<file path="config.mk">
export PLATFORM = sky130hd
export DESIGN_NAME = c0_5_monitor
export DESIGN_NICKNAME = d
export VERILOG_FILES = /design/src/rtl/c0_5_monitor.sv
export SDC_FILE = /design/constraint.sdc
export NUM_CORES = 1
export LEC_CHECK = 0
export ABC_CLOCK_PERIOD_IN_PS = 4200
export CORE_ASPECT_RATIO = 1.25
export CORE_MARGIN = 5
export CORE_UTILIZATION = 44
export CTS_BUF_LIST = sky130_fd_sc_hd__clkbuf_2
export DETAILED_ROUTE_END_ITERATION = 12
export PLACE_DENSITY_LB_ADDON = 0.2
export SYNTH_ARGS = -nofsm -noshare
export SYNTH_HDL_FRONTEND = slang
export SYNTH_SLANG_ARGS = --single-unit
</file>
<file path="constraint.sdc">
create_clock -name clk -period 4.2 [get_ports clk]
set_input_delay 1.26 -clock clk [delete_from_list [all_inputs] [get_ports clk]]
set_output_delay 1.26 -clock clk [all_outputs]
set_load 0.05 [all_outputs]
</file>
<file path="src/rtl/c0_5_monitor.sv">
// Checker and resynchroniser for the mod-6 up/down counter c0_5.
// Define C0_5_MONITOR_RESYNC_EN to force the counter back to 0 through `load` after an error.
module c0_5_monitor (
    input  logic       clk,
    input  logic       reset,
    input  logic       enable,
    input  logic       reverse,
    input  logic [4:1] Q,
    output logic       locked,
    output logic       err,
    output logic [7:0] err_count,
    output logic [3:0] expected,
    output logic [7:0] load,
    output logic       resync
);

    localparam logic [1:0] ACQUIRE = 2'd0;
    localparam logic [1:0] TRACK   = 2'd1;
    localparam logic [1:0] ERROR   = 2'd2;
    localparam logic [1:0] RESYNC  = 2'd3;

    logic [1:0] state;
    logic [3:0] q_d;
    logic       en_d;
    logic       rev_d;
    logic [3:0] q_now;
    logic [3:0] pred;
    logic       legal;
    logic       detect;

    function automatic logic [3:0] inc6(input logic [3:0] v);
        return (v == 4'd5) ? 4'd0 : v + 4'd1;
    endfunction

    function automatic logic [3:0] dec6(input logic [3:0] v);
        return (v == 4'd0) ? 4'd5 : v - 4'd1;
    endfunction

    // An illegal code can never equal pred, so the mismatch test also covers it in TRACK.
    always_comb begin
        q_now  = Q;
        legal  = (Q[4] == 1'b0) && (Q[3:1] <= 3'd5);
        pred   = en_d ? (rev_d ? dec6(q_d) : inc6(q_d)) : q_d;
        detect = 1'b0;
        if (state == ACQUIRE)
            detect = !legal;
        else if (state == TRACK)
            detect = !legal || (q_now != pred);
    end

    assign locked = (state == TRACK);

`ifdef C0_5_MONITOR_RESYNC_EN
    localparam logic [7:0] LOAD_CLEAR = 8'h2A;
    logic rs_cnt;

    // load is held for exactly two cycles: the RESYNC entry cycle and one more.
    always_ff @(posedge clk) begin
        if (reset) begin
            load   <= 8'h00;
            resync <= 1'b0;
            rs_cnt <= 1'b0;
        end else if (state == ERROR) begin
            load   <= LOAD_CLEAR;
            resync <= 1'b1;
            rs_cnt <= 1'b0;
        end else if (state == RESYNC) begin
            if (rs_cnt) begin
                load   <= 8'h00;
                resync <= 1'b0;
                rs_cnt <= 1'b0;
            end else begin
                rs_cnt <= 1'b1;
            end
        end
    end
`else
    assign load   = 8'h00;
    assign resync = 1'b0;
`endif

    always_ff @(posedge clk) begin
        if (reset) begin
            state     <= ACQUIRE;
            err       <= 1'b0;
            err_count <= 8'd0;
            expected  <= 4'd0;
            q_d       <= 4'd0;
            en_d      <= 1'b0;
            rev_d     <= 1'b0;
        end else begin
            q_d   <= q_now;
            en_d  <= enable;
            rev_d <= reverse;
            err   <= detect;
            if (detect && (err_count != 8'hFF))
                err_count <= err_count + 8'd1;
            case (state)
                ACQUIRE: state <= legal ? TRACK : ERROR;
                TRACK: begin
                    expected <= pred;
                    if (detect)
                        state <= ERROR;
                end
`ifdef C0_5_MONITOR_RESYNC_EN
                ERROR:  state <= RESYNC;
                RESYNC: if (rs_cnt) state <= ACQUIRE;
`else
                ERROR:  state <= ACQUIRE;
                RESYNC: state <= ACQUIRE;
`endif
            endcase
        end
    end

endmodule

</file>
[Word-level counts from Yosys, hierarchy flattened]
Index checks and enable logic that the tools add are counted.
W data, S select, Z words.
Word-level totals
  word-level logic and storage cells: 35
  output and inout port bits: 23
  flip-flop bits (word level): 21
  input port bits: 8
Cells by class
  $add $sub $neg: 3
  equality and inequality tests: 7
  reduce and logical (&&, ||, !) cells: 7
  multiplexer cells: 9
  magnitude comparators: 1
  bitwise operators: 1
Operators by type and width (count)
  $mux W4: 4
  $add A8 B1 Y8 const B: 1
  $ne A8 B8 Y1 const B: 1
  $pmux W2 S3: 1
  $add A4 B1 Y4 const B: 1
  $eq A2 B2 Y1 const B: 2
  $eq A4 B3 Y1 const B: 1
  $logic_not A4 Y1: 1
  $mux W2: 2
  $ne A4 B4 Y1: 1
  $sub A4 B1 Y4 const B: 1
  $le A3 B3 Y1 const B: 1
  $eq A2 B1 Y1 const B: 1
  $logic_and A1 B1 Y1: 2
  $logic_not A2 Y1: 1
  $mux W1: 2
  $ne A2 B1 Y1 const B: 1
  $reduce_or A2 Y1: 1
  $logic_not A1 Y1: 1
  $logic_or A1 B1 Y1: 1
  $not A1 Y1: 1

[Depth between registers and ports, before layout]
  depth after elaboration: 10
  gate-level depth with buffers: 9
  depth with buffers taken out: 9

[Worst setup path after synthesis]
Ideal clock, no wire load.
  path kind: in2reg
  start: input Q[2] (netlist name)
  end: register err_count[0]
  data required time: 4.077 ns
  library setup time: 0.123 ns
  path buffers: 0
  stages on the path: 7
  arrival time: 2.668 ns
  slack: 1.409 ns
  cells stage by stage: nand2_1 a21oi_1 a211o_1 a2111oi_4 nand3_2 a21oi_2 mux2_1
Between the ends
  cells in the longest elaborated chain, start to end: 7
  elaborated cells on any way between the ends: 8
  those cells by class: 1 x order compare; 1 x eq/ne; 2 x mux; 4 x reduce/logical
RTL lines
  start: declaration: line 8  | input logic [4:1] Q,
  $le A3 B3 Y1: line 42  | legal = (Q[4] == 1'b0) && (Q[3:1] <= 3'd5);
  $logic_and A1 B1 Y1: line 42
  $logic_not A1 Y1: line 46, 48
  $logic_or A1 B1 Y1: line 48  | detect = !legal || (q_now != pred);
  $mux W1: line 47  | else if (state == TRACK)
  $mux W1 (*): line 45  | if (state == ACQUIRE)
  $logic_and A1 B1 Y1 (*): line 96  | if (detect && (err_count != 8'hFF))
  end signal: assignment: line 97  | err_count <= err_count + 8'd1;
  end: declaration: line 11  | output logic [7:0] err_count,
Mark *: on every way between the ends. The rest lies on a longest branch, timed or not.
A chain may end at the register's enable or synchronous reset.

[Final worst setup path]
  start: input Q[2] (netlist name)
  end: register err_count[5]
Same word-level chain as after synthesis.

==> results.json <==
{
  "status": "finished clean",
  "core-area_um2": 2950,
  "grt_use_total": 0.142,
  "synth_commonest_cells": "21 x dfxtp_1, 17 x nor2b_1, 15 x nor2_1, 10 x buf_4, 10 x nand2_1",
  "post_cts_buffers": 0,
  "peakVddDrop_v": 0.000144,
  "finalSetupTns_ns": 0,
  "clockPowerShare": 0.198,
  "p_int_uw": 277,
  "power_frac_seq": 0.515,
  "drc_errors": 0,
  "finalCriticalPeriod_ns": 3.14,
  "r2r_setup_slack_ns": 1.22,
  "synth_top_family_by_area": "simple AND/OR/NAND/NOR gates",
  "die_w_um": 59.6,
  "yosysTopAreaCell": "dfxtp_1",
  "swShare": 0.364,
  "drt_iter0_markers": 29,
  "crit_fanout": 6,
  "grt_max_degree": 29,
  "fin_util": 0.533,
  "port_buffers": 21,
  "ys.flop_type": "dfxtp_1",
  "gp_congestion": 0.817,
  "synth_cells": 156,
  "max-clock-path-buffers": 2,
  "place_ws_ns": 0.704,
  "htreeDepth": 1,
  "synth.mux.area_fraction": 0.0954,
  "root_buffer": "clkbuf_2",
  "setup_violations": 0,
  "ant_nets": 0,
  "critPathArrivalTime_ns": 3.37,
  "hp-start": "expected[3]",
  "reg2regPathDepth": 9,
  "grt_pass1_vias": 1133,
  "hold_path_end": "expected[3]",
  "cellPowerDensity_nw_per_um2": 277,
  "drive_above_1_share": 0.0743,
  "fin_nets": 189,
  "drt_wl_total_mm": 2.87,
  "synth_fa_ha_area_frac": 0.0463,
  "rows": 22,
  "seq_area_frac_synth": 0.311,
  "vias": 1127,
  "max_cap_viol_count": 0,
  "worstReg2RegStart": "q_d[0]",
  "slew_headroom": 0.369,
  "yosysMostFrequentCell": "dfxtp_1",
  "hp-class": "register to register",
  "fmaxAchievable_mhz": 319,
  "ys_warn_count": 0,
  "synth.distinct_cells": 48,
  "fin_skew_ns": 0.0140,
  "dieHeight_um": 72.0,
  "synth.area.top_cells": "dfxtp_1 31%, nor2b_1 7.9%, buf_4 5.6%, ha_1 4.6%, mux2_1 4.2%",
  "synth_edf_count": 0,
  "cts_tree": "built",
  "crit_type": "input pin to register",
  "synth_area_um2": 1350,
  "start_kind": "input pin",
  "dieArea_um2": 4290,
  "cts_hold_buffers": 0,
  "ys_ff_latch": 21,
  "p_comb_frac": 0.286,
  "wl_per_cell_um": 13.6,
  "antenna_found_initial": 0,
  "grt.overflow.total": 0,
  "path_clk_slew_ns": 0.22,
  "synth.avg_cell_area_um2": 8.66,
  "whs_path_depth": 2,
  "ioPinCount": 31,
  "viasPerCell": 5.34,
  "synth_compound_area_frac": 0.152,
  "critPathRequiredTime_ns": 4.43,
  "whs_ns": 0.520,
  "clk_latency_ns": 0.33,
  "num-fill-cells": 276,
  "cts.sinks": 21,
  "p_leak_nw": 0.617,
  "rsz0062_at_grt": "false",
  "synth_top_area_share": 0.311,
  "grt_pass1_wl_mm": 4.86,
  "synth_xor_xnor_area_share": 0.0194,
  "place_hpwl_mm": 2.19,
  "start_util": 0.459,
  "timing.final.hold_violations": 0,
  "worst_pin_slew_ns": 0.943,
  "r2r-end": "err_count[5]",
  "worst_slack_ns": 1.06,
  "post-route-period-util": 0.747,
  "drv_slew": 0,
  "first_pass_iters": 4,
  "areaGrowthSynthToFinish_pct": 16.1,
  "cts.repair.resized": 0,
  "endpoint_kind": "register",
  "power.switching_uw": 158,
  "insertedDiodeCount": 0,
  "async_reset_ff_frac": 0,
  "cts_made_buffers": 3,
  "synthSimpleGateAreaFrac": 0.292
}
[state kept, by name (all words and copies together) (netlist names)]
signal,count
err_count,8
q_d,4
err,1
rev_d,1
state,2
en_d,1
expected,4
[power groups by stage]
stage / sequential [mW] / clock (mW) / combinational, mW
floorplan: 0.244 / 0 / 0.0826
global placement: 0.227 / 0 / 0.123
detailed placement: 0.228 / 0 / 0.124
CTS: 0.224 / 0.0881 / 0.125
global route: 0.227 / 0.0952 / 0.134
finish: 0.224 / 0.0863 / 0.125
[layout by cell type, fill, tap and decap left out, types with 2 or more instances in the layout]
master,n
mux2i_1,2
nand4_1,2
nor2_1,15
a21oi_1,6
and3_1,4
nand3_1,4
xor2_1,3
mux2_2,2
dfxtp_1,21
nand2b_1,5
inv_1,3
conb_1,9
mux2_4,2
mux2_1,5
o21bai_1,2
ha_1,5
and2_1,3
a211oi_1,2
nand2_1,10
nor2b_1,17
nor3_1,2
a31oi_1,3
clkdlybuf4s50_1,21
clkbuf_2,3
[per-stage QoR]
| step | power [mW] | instances | cell area [um^2] |
|---|---|---|---|
| global placement | 0.350 | 207 | 1550 |
| CTS | 0.437 | 211 | 1570 |
| detailed placement | 0.353 | 207 | 1550 |
| finish | 0.435 | 211 | 1570 |
| global route | 0.456 | 211 | 1570 |
| floorplan | 0.327 | 164 | 1380 |
[layer usage]
layer | up-vias | global-route usage | share of wire
li1 | 569 | - | -
met1 | 530 | 0.178 | 0.44
met2 | 24 | 0.245 | 0.51
met3 | 4 | 0.0285 | 0.039
met4 | 0 | 0.0369 | 0.0080
met5 | - | 0 | 0
[how the worst max path moves through the flow]
stage | startpoint | end
6_report | Q[2] | err_count[5]
3_5_place_dp | Q[2] | err_count[5]
5_1_grt | Q[2] | err_count[5]
3_3_place_gp | Q[2] | err_count[5]
2_1_floorplan | Q[2] | err_count[0]
4_1_cts | Q[2] | err_count[5]
[critical path, cell delays in order]
cell and delay, ns:
clkdlybuf4s50_1 0.51, nand2_1 0.10, a21oi_1 0.04, a211o_1 0.30, a2111oi_4 0.40, nand3_2 0.19, a31oi_1 0.23, mux2_1 0.34
[cell type report]
type | instances | area, um^2 | area share
Tap cell | 36 | 45.0 | 0.0287
Clock inverter | 1 | 5.00 | 0.00319
Multi-Input combinational cell | 124 | 851 | 0.542
Inverter | 4 | 15.0 | 0.00957
Sequential cell | 21 | 420 | 0.268
Clock buffer | 3 | 15.0 | 0.00957
Timing Repair Buffer | 22 | 218 | 0.139
[cell families (layout without fill, tap and decap cells)]
kind of cell	Yosys count	count (layout)
AND/OR/NAND/NOR	70	70
AO/OA/AOI/OAI	26	26
flip-flops	21	21
buffers and inverters	19	30
multiplexers	11	11
adder cells (fa/ha/maj)	5	5
XOR/XNOR	3	3
other	1	9
(Power assumes the default switching activity.)
